**config.mk**
```make
export PLATFORM = sky130hd
export DESIGN_NAME = sa_col_drain_flat
export DESIGN_NICKNAME = d
export VERILOG_FILES = /design/src/rtl/sa_pkg.sv /design/src/rtl/sa_col_drain_if.sv /design/src/rtl/sa_row_fifo.sv /design/src/rtl/sa_col_drain.sv /design/src/flat_wrapper.sv
export SDC_FILE = /design/constraint.sdc
export NUM_CORES = 1
export LEC_CHECK = 0
export BUFFER_PORTS_ARGS = -buffer_cell sky130_fd_sc_hd__buf_2
export CORE_ASPECT_RATIO = 1.25
export CORE_MARGIN = 5
export CORE_UTILIZATION = 30
export CTS_CLUSTER_DIAMETER = 60
export DETAILED_ROUTE_END_ITERATION = 10
export MAX_ROUTING_LAYER = met4
export PLACE_DENSITY = 0.44
export SLEW_MARGIN = 40
export SYNTH_ARGS = -nofsm -noshare
export SYNTH_HDL_FRONTEND = slang
export SYNTH_SLANG_ARGS = --single-unit
```
**constraint.sdc**
```tcl
create_clock -name PE_clk -period 6.1 [get_ports PE_clk]
set_input_delay 0.915 -clock PE_clk [delete_from_list [all_inputs] [get_ports PE_clk]]
set_output_delay 0.915 -clock PE_clk [all_outputs]
set_load 0.02 [all_outputs]
```
**src/rtl/sa_pkg.sv**
```systemverilog
// Shared definitions for the systolic-array drain path.
// Provides the default column result width, the signed column data type
// and the ReLU clamp used when SA_DRAIN_RELU_EN is defined.
package sa_pkg;

    localparam int unsigned SA_DATA_WIDTH = 32;

    typedef logic signed [SA_DATA_WIDTH-1:0] sa_data_t;

    // Clamp negative values to zero.
    function automatic sa_data_t sa_relu(input sa_data_t v);
        return v[SA_DATA_WIDTH-1] ? sa_data_t'(0) : v;
    endfunction

endpackage

```
**src/rtl/sa_col_drain_if.sv**
```systemverilog
// Row writeback handshake between the drain stage and the NICE writeback logic.
//   out_valid : row available at FIFO head (master -> slave)
//   out_ready : consumer accepts the head row (slave -> master)
//   out_data  : head row, column c at [c*DATA_WIDTH +: DATA_WIDTH]
interface sa_col_drain_if
    import sa_pkg::*;
#(
    parameter int unsigned NUM_COLS   = 4,
    parameter int unsigned DATA_WIDTH = SA_DATA_WIDTH
);

    logic                           out_valid;
    logic                           out_ready;
    logic [NUM_COLS*DATA_WIDTH-1:0] out_data;

    modport master (output out_valid, output out_data, input  out_ready);
    modport slave  (input  out_valid, input  out_data, output out_ready);

endinterface

```
**src/rtl/sa_row_fifo.sv**
```systemverilog
// Synchronous row FIFO with registered head, count and full/empty flags.
// A write is accepted when not full, or when a read happens in the same cycle.
// clr_i flushes the FIFO and discards any same-cycle read or write.
// Storage is not reset; only pointers, count, flags and the head register are.
//   PE_clk, PE_rst_n : clock, async active-low reset
//   clr_i            : synchronous flush
//   wr_en_i/wr_data_i: write request and row
//   rd_en_i          : pop request (ignored when empty)
//   rd_data_o        : head row, zero when empty
//   cnt_o            : occupancy
//   full_o / empty_o : occupancy flags
module sa_row_fifo #(
    parameter  int unsigned WIDTH = 128,
    parameter  int unsigned DEPTH = 4,
    localparam int unsigned AW    = $clog2(DEPTH),
    localparam int unsigned CW    = AW + 1
) (
    input  logic             PE_clk,
    input  logic             PE_rst_n,
    input  logic             clr_i,
    input  logic             wr_en_i,
    input  logic [WIDTH-1:0] wr_data_i,
    input  logic             rd_en_i,
    output logic [WIDTH-1:0] rd_data_o,
    output logic [CW-1:0]    cnt_o,
    output logic             full_o,
    output logic             empty_o
);

    logic [WIDTH-1:0] mem_q [DEPTH];
    logic [AW-1:0]    wr_ptr_q, rd_ptr_q;
    logic [CW-1:0]    cnt_q, cnt_d;
    logic [WIDTH-1:0] head_q, head_d;
    logic             full_q, empty_q;
    logic             rd_c, wr_c;

    // Accept rules, next count and next head row.
    always_comb begin
        rd_c   = rd_en_i & ~empty_q & ~clr_i;
        wr_c   = wr_en_i & (~full_q | rd_c) & ~clr_i;
        cnt_d  = cnt_q;
        head_d = head_q;
        if (clr_i)
            cnt_d = '0;
        else if (wr_c && !rd_c)
            cnt_d = cnt_q + CW'(1);
        else if (rd_c && !wr_c)
            cnt_d = cnt_q - CW'(1);
        // The head is registered so it can be presented without a read mux
        // on the output; a single remaining entry being popped must be
        // replaced by the row written in the same cycle.
        if (cnt_d == '0)
            head_d = '0;
        else if (rd_c)
            head_d = (cnt_q == CW'(1)) ? wr_data_i : mem_q[rd_ptr_q + AW'(1)];
        else if (cnt_q == '0)
            head_d = wr_data_i;
    end

    // Control state.
    always_ff @(posedge PE_clk or negedge PE_rst_n) begin
        if (!PE_rst_n) begin
            wr_ptr_q <= '0;
            rd_ptr_q <= '0;
            cnt_q    <= '0;
            head_q   <= '0;
            full_q   <= 1'b0;
            empty_q  <= 1'b1;
        end else begin
            if (clr_i) begin
                wr_ptr_q <= '0;
                rd_ptr_q <= '0;
            end else begin
                if (wr_c) wr_ptr_q <= wr_ptr_q + AW'(1);
                if (rd_c) rd_ptr_q <= rd_ptr_q + AW'(1);
            end
            cnt_q   <= cnt_d;
            head_q  <= head_d;
            full_q  <= (cnt_d == CW'(DEPTH));
            empty_q <= (cnt_d == '0);
        end
    end

    // Row storage.
    always_ff @(posedge PE_clk) begin
        if (wr_c) mem_q[wr_ptr_q] <= wr_data_i;
    end

    assign rd_data_o = head_q;
    assign cnt_o     = cnt_q;
    assign full_o    = full_q;
    assign empty_o   = empty_q;

endmodule

```
**src/rtl/sa_col_drain.sv**
```systemverilog
// Output drain stage below the systolic array's bottom PE row.
// Captures each column's partial sum one cycle after its enable, removes the
// one-cycle-per-column skew, packs aligned columns into a row and buffers
// rows in a FIFO that feeds the writeback handshake.
// Optional feature: define SA_DRAIN_RELU_EN to clamp negative column values
// to zero before they are written into the FIFO.
//   PE_clk, PE_rst_n : clock, async active-low reset
//   PE_mode          : 1 = weight-store mode, column samples ignored
//   clr              : synchronous flush of deskew lines, FIFO and error flags
//   col_en           : PE_en_left of each bottom-row PE
//   col_data         : packed PE_data_down, column c at [c*DATA_WIDTH +: DATA_WIDTH]
//   drain_if         : out_valid / out_ready / out_data row handshake
//   fifo_cnt         : FIFO occupancy
//   ovf_err          : sticky, a row was dropped on a full FIFO
//   skew_err         : sticky, an aligned row had only some columns valid
module sa_col_drain
    import sa_pkg::*;
#(
    parameter int unsigned NUM_COLS   = 4,
    parameter int unsigned DATA_WIDTH = SA_DATA_WIDTH,
    parameter int unsigned FIFO_DEPTH = 4
) (
    input  logic                           PE_clk,
    input  logic                           PE_rst_n,
    input  logic                           PE_mode,
    input  logic                           clr,
    input  logic [NUM_COLS-1:0]            col_en,
    input  logic [NUM_COLS*DATA_WIDTH-1:0] col_data,
    sa_col_drain_if.master                 drain_if,
    output logic [$clog2(FIFO_DEPTH):0]    fifo_cnt,
    output logic                           ovf_err,
    output logic                           skew_err
);

    localparam int unsigned ROW_W = NUM_COLS * DATA_WIDTH;

    logic [NUM_COLS-1:0] en_q;
    logic [NUM_COLS-1:0] al_vld;
    logic [ROW_W-1:0]    al_data;
    logic [ROW_W-1:0]    row_data;
    logic                row_all, row_any;
    logic                fifo_full, fifo_empty, rd_c;

    // Deskew: column c is delayed NUM_COLS-1-c cycles after capture so every
    // column of a row lines up with the last column's capture cycle.
    for (genvar c = 0; c < NUM_COLS; c++) begin : g_col
        localparam int unsigned DLY = NUM_COLS - 1 - c;
        if (DLY == 0) begin : g_pass
            assign al_vld[c]                           = en_q[c];
            assign al_data[c*DATA_WIDTH +: DATA_WIDTH] = col_data[c*DATA_WIDTH +: DATA_WIDTH];
        end else begin : g_dly
            logic [DLY-1:0]        vld_q;
            logic [DATA_WIDTH-1:0] dat_q [DLY];

            always_ff @(posedge PE_clk or negedge PE_rst_n) begin
                if (!PE_rst_n) begin
                    vld_q <= '0;
                end else if (clr) begin
                    vld_q <= '0;
                end else begin
                    vld_q[0] <= en_q[c];
                    for (int s = 1; s < DLY; s++) vld_q[s] <= vld_q[s-1];
                end
            end

            // Data follows its valid bit; no reset needed.
            always_ff @(posedge PE_clk) begin
                dat_q[0] <= col_data[c*DATA_WIDTH +: DATA_WIDTH];
                for (int s = 1; s < DLY; s++) dat_q[s] <= dat_q[s-1];
            end

            assign al_vld[c]                           = vld_q[DLY-1];
            assign al_data[c*DATA_WIDTH +: DATA_WIDTH] = dat_q[DLY-1];
        end
    end

`ifdef SA_DRAIN_RELU_EN
    // Clamp each aligned column before it enters the FIFO.
    for (genvar c = 0; c < NUM_COLS; c++) begin : g_relu
        if (DATA_WIDTH == SA_DATA_WIDTH) begin : g_pkg
            assign row_data[c*DATA_WIDTH +: DATA_WIDTH] = sa_relu(al_data[c*DATA_WIDTH +: DATA_WIDTH]);
        end else begin : g_gen
            assign row_data[c*DATA_WIDTH +: DATA_WIDTH] =
                al_data[c*DATA_WIDTH + DATA_WIDTH - 1] ? '0 : al_data[c*DATA_WIDTH +: DATA_WIDTH];
        end
    end
`else
    assign row_data = al_data;
`endif

    assign row_all = &al_vld;
    assign row_any = |al_vld;
    assign rd_c    = drain_if.out_valid & drain_if.out_ready;

    // Capture enables and sticky error flags.
    always_ff @(posedge PE_clk or negedge PE_rst_n) begin
        if (!PE_rst_n) begin
            en_q     <= '0;
            ovf_err  <= 1'b0;
            skew_err <= 1'b0;
        end else if (clr) begin
            en_q     <= '0;
            ovf_err  <= 1'b0;
            skew_err <= 1'b0;
        end else begin
            en_q <= col_en & ~{NUM_COLS{PE_mode}};
            if (row_all && fifo_full && !rd_c) ovf_err  <= 1'b1;
            if (row_any && !row_all)           skew_err <= 1'b1;
        end
    end

    sa_row_fifo #(
        .WIDTH (ROW_W),
        .DEPTH (FIFO_DEPTH)
    ) u_fifo (
        .PE_clk    (PE_clk),
        .PE_rst_n  (PE_rst_n),
        .clr_i     (clr),
        .wr_en_i   (row_all),
        .wr_data_i (row_data),
        .rd_en_i   (drain_if.out_ready),
        .rd_data_o (drain_if.out_data),
        .cnt_o     (fifo_cnt),
        .full_o    (fifo_full),
        .empty_o   (fifo_empty)
    );

    assign drain_if.out_valid = ~fifo_empty;

endmodule

```
**src/flat_wrapper.sv**
```systemverilog
// flat-port wrapper written by rule: the top's interface ports become plain ports
module sa_col_drain_flat import sa_pkg::*;
#(
    parameter int unsigned NUM_COLS   = 4,
    parameter int unsigned DATA_WIDTH = SA_DATA_WIDTH,
    parameter int unsigned FIFO_DEPTH = 4
)
  (PE_clk, PE_rst_n, PE_mode, clr, col_en, col_data, fifo_cnt, ovf_err, skew_err, drain_if_out_valid, drain_if_out_data, drain_if_out_ready);
  sa_col_drain_if #(.NUM_COLS(NUM_COLS), .DATA_WIDTH(DATA_WIDTH)) drain_if_i ();
  input  logic PE_clk;
  input  logic PE_rst_n;
  input  logic PE_mode;
  input  logic clr;
  input  logic [NUM_COLS-1:0] col_en;
  input  logic [NUM_COLS*DATA_WIDTH-1:0] col_data;
  output logic [$clog2(FIFO_DEPTH):0] fifo_cnt;
  output logic ovf_err;
  output logic skew_err;
  output wire logic [$bits(drain_if_i.out_valid)-1:0] drain_if_out_valid;
  output wire logic [$bits(drain_if_i.out_data)-1:0] drain_if_out_data;
  input wire logic [$bits(drain_if_i.out_ready)-1:0] drain_if_out_ready;
  assign drain_if_out_valid = drain_if_i.out_valid;
  assign drain_if_out_data = drain_if_i.out_data;
  assign drain_if_i.out_ready = drain_if_out_ready;
  sa_col_drain #(.NUM_COLS(NUM_COLS), .DATA_WIDTH(DATA_WIDTH), .FIFO_DEPTH(FIFO_DEPTH)) u_core (.PE_clk(PE_clk), .PE_rst_n(PE_rst_n), .PE_mode(PE_mode), .clr(clr), .col_en(col_en), .col_data(col_data), .drain_if(drain_if_i), .fifo_cnt(fifo_cnt), .ovf_err(ovf_err), .skew_err(skew_err));
endmodule
```
==> flow_summary.ini <==
[clock_network]
cts_resized = 0
cts_root_buffer = clkbuf_16
postCtsSetupBuffers = 0
insertion_delay_ns = 0.64
tritoncts = yes
htreeDepth = 3
clock_sinks = 853
cts.clk_slew.worst_paths_ns = 0.06
cts.path.max_buffers = 3
hold_buffers = 0
cts_buffers = 94

[power]
ir_drop_mv = 0.4876
swShare_pct = 30.89
p_sw_mw = 4.875
p_leak_nw = 13.19
pwr-share-comb_pct = 19.9
cellInternalPower_mw = 10.91
p_per_area_nw_per_um2 = 438.1
seqPwrFrac_pct = 43.9
clkPwrFrac_pct = 36.3
p_total_mw = 15.78

[flow_run]
maxCapViolCount = 0

[global_route]
grt-ovfl-total = 0
grt_usage_pct = 15.11
antenna_found_initial = 7
grt_max_degree = 130
grt_pass1_wl_um = 117800
grt_pass1_vias = 17402

[critical_path]
cp-end-kind = flop
path_cells = nand4_2 > a21oi_1 > nor2b_1 > and2_4 > buf_12 > buf_12
crit_path_top_delay_cell = and2_4
critPathKind = reg2reg
crit_top_cell = buf_12
endpoint = u_core.u_fifo.mem_q[0][48]
crit_required_ns = 6.38
path_max_fanout = 64
crit_path_start_kind = flop
cp.arrival_ns = 3.35
r2r_start = u_core.g_col[0].g_dly.vld_q[2]
r2r-end = u_core.u_fifo.mem_q[0][48]
r2r_cells = 6
crit_start = u_core.g_col[0].g_dly.vld_q[2]
critPathMaxStageDelay_ns = 0.54
reg2reg_slack_ns = 3.03

[timing]
fin_skew_ns = 0.01575
worst_pin_slew_ns = 0.8566
finalCritPeriodShare_pct = 50.39
fin_tns_setup_ns = 0
period_minus_slack_ns = 3.074
drv_slew = 0
max_slew_margin_pct = 42.90
hold_viol = 0
setup_viol = 0
max_freq_mhz = 325.3
rsz0062_at_grt = false

[routing]
antenna_left = 0
dr.first_iter.drc_count = 1055
vias = 16015
routed_via_density = 4.752
wl_per_cell_um = 23.39
first_pass_iters = 5
drc = 0
routed_wl_um = 78810

[placement]
dp.final_hpwl_um = 43440
io_buffers = 270
place.gp.congestion = 0.6999
dp.cells = 3187

[die]
die-area_um2 = 105700
die_w_um = 291.8
initial_core_util_pct = 30.15
core-area_um2 = 98780
ios = 271
die_h_um = 362.3
rows = 129

[cells_and_area]
final_common_cell = edfxtp_1
num-nets-final = 2118
fin_cells = 3370
layout_common_cells = 512 x edfxtp_1, 268 x buf_2, 192 x dfxtp_1, 146 x dfrtp_1, 138 x nor2_1
fill_cells = 9403
areaGrowthSynthToFinish_pct = 20.92
drive_gt1_share_pct = 29.39

[synthesis]
syn_inst = 1687
synth_compound_area_share_pct = 5.646
synth_edf_count = 512
synth.mux.area_fraction_pct = 9.678
synthAdderAreaFrac_pct = 0.3360
ys_ff_latch = 853
synth.distinct_cells = 44
synth_top_area_cell = edfxtp_1
syn_avg_cell_area_um2 = 17.66
synth_xor_area_share_pct = 0.08821
synth_top_family_by_area = multiplexers
synth.top_cell.area_share_pct = 51.62
synth-simple-area-share_pct = 5.297
syn-num-nets = 1832
yosysSeqAreaShare_pct = 77.04
netlist_area_um2 = 29790
yosys_warnings = 0
synthArstFlopShare_pct = 17.47
synth_area_leaders = edfxtp_1 52%, dfxtp_1 13%, dfrtp_1 12%
ys.flop_type = edfxtp_1

[worst_hold_path]
hp-class = in2async

[run_status]
outcome = completed
-- logic make-up after synthesis --
group / count (synthesis)
multiplexers: 128
AND/OR/NAND/NOR: 306
buffers and inverters: 120
flip-flops: 853
XOR/XNOR: 3
adder cells (fa/ha/maj): 8
AO/OA/AOI/OAI: 269
-- area by class of cell --
class / instances / area (um2) / share of cell area, %
Antenna cell: 5 / 12.51 / 0.03474
Clock buffer: 126 / 2703 / 7.503
Clock inverter: 52 / 483.0 / 1.341
Inverter: 6 / 22.52 / 0.06253
Multi-Input combinational cell: 714 / 6326 / 17.56
Sequential cell: 853 / 22960 / 63.73
Tap cell: 1310 / 1639 / 4.551
Timing Repair Buffer: 304 / 1877 / 5.211
-- sequential cells by signal, summed over array words and instances, names as in the netlist --
name and cells:
u_core.u_fifo.rd_data_o 128, u_core.u_fifo.wr_ptr_q 2, u_core.g_col.g_dly.vld_q 6, u_core.ovf_err 1
u_core.u_fifo.mem_q 512, u_core.u_fifo.full_o 1, u_core.u_fifo.empty_o 1, u_core.g_col.g_dly.dat_q 192
u_core.u_fifo.cnt_o 3, u_core.en_q 4, u_core.u_fifo.rd_ptr_q 2, u_core.skew_err 1
-- cell usage after synthesis, types with 4 or more instances --
| cell type | n |
|---|---|
| edfxtp_1 | 512 |
| dfxtp_1 | 192 |
| dfrtp_1 | 148 |
| nor2_1 | 139 |
| a21oi_1 | 132 |
| mux4_2 | 128 |
| nor4_1 | 128 |
| a21boi_0 | 91 |
| clkbuf_1 | 73 |
| a21boi_1 | 36 |
| buf_2 | 23 |
| buf_6 | 11 |
| and2_1 | 8 |
| ha_1 | 8 |
| nor2b_1 | 8 |
| inv_1 | 6 |
| buf_1 | 5 |
| nand2_1 | 4 |
-- critical path, delay by kind of cell (launching register included) --
family,cells,cell delay [ns]
AND/OR/NAND/NOR,3,1.07
flip-flops,1,0.38
AO/OA/AOI/OAI,1,0.48
buffers and inverters,2,0.70
-- worst min-delay path by stage --
| stage | depth (start not counted) | from | slack [ns] | endpoint |
|---|---|---|---|---|
| finish | 1 | PE_rst_n | 0.31 | u_core.u_fifo.rd_data_o[122] |
| global route | 1 | PE_rst_n | 0.31 | u_core.u_fifo.cnt_o[2] |
| CTS | 1 | PE_rst_n | 0.27 | u_core.u_fifo.rd_data_o[11] |
| detailed placement | 0 | u_core.g_col[0].g_dly.dat_q[0][43] | 0.31 | u_core.g_col[0].g_dly.dat_q[0][75] |
| global placement | 0 | u_core.g_col[0].g_dly.dat_q[0][0] | 0.31 | u_core.g_col[0].g_dly.dat_q[0][32] |
| floorplan | 0 | u_core.g_col[0].g_dly.dat_q[0][0] | 0.31 | u_core.g_col[0].g_dly.dat_q[0][32] |
-- power groups by stage --
stage	Clock [mW]	Combinational (mW)	Sequential [mW]
after floorplan	0	1.61	7.29
after global placement	0	3.10	7.08
after detailed placement	0	3.20	7.06
after CTS	5.92	3.21	6.95
after global routing	6.17	3.42	6.99
final	5.72	3.14	6.92
-- metrics by stage --
step / worst slack, ns / area (um2) / util, % / hold WS, ns
finish: 3.026 / 36020 / 36.46 / 0.3080
detailed placement: 2.418 / 32820 / 33.22 / 0.3121
floorplan: 1.116 / 29790 / - / 0.3096
CTS: 2.980 / 36000 / 36.45 / 0.2701
global placement: 2.087 / 32640 / 33.04 / 0.3121
global route: 2.824 / 36020 / 36.46 / 0.3097
-- layer usage --
| layer | vias up | routed length, um | part of all wire (%) | global-route usage (%) |
|---|---|---|---|---|
| met5 | - | 0 | 0 | - |
| met4 | 0 | 1304 | 1.7 | 3.685 |
| met3 | 88 | 4292 | 5.4 | 3.278 |
| met2 | 422 | 38100 | 48 | 24.05 |
| met1 | 8371 | 35120 | 45 | 20.00 |
| li1 | 7134 | - | - | - |
No activity file was read; power rests on OpenSTA's default activity.
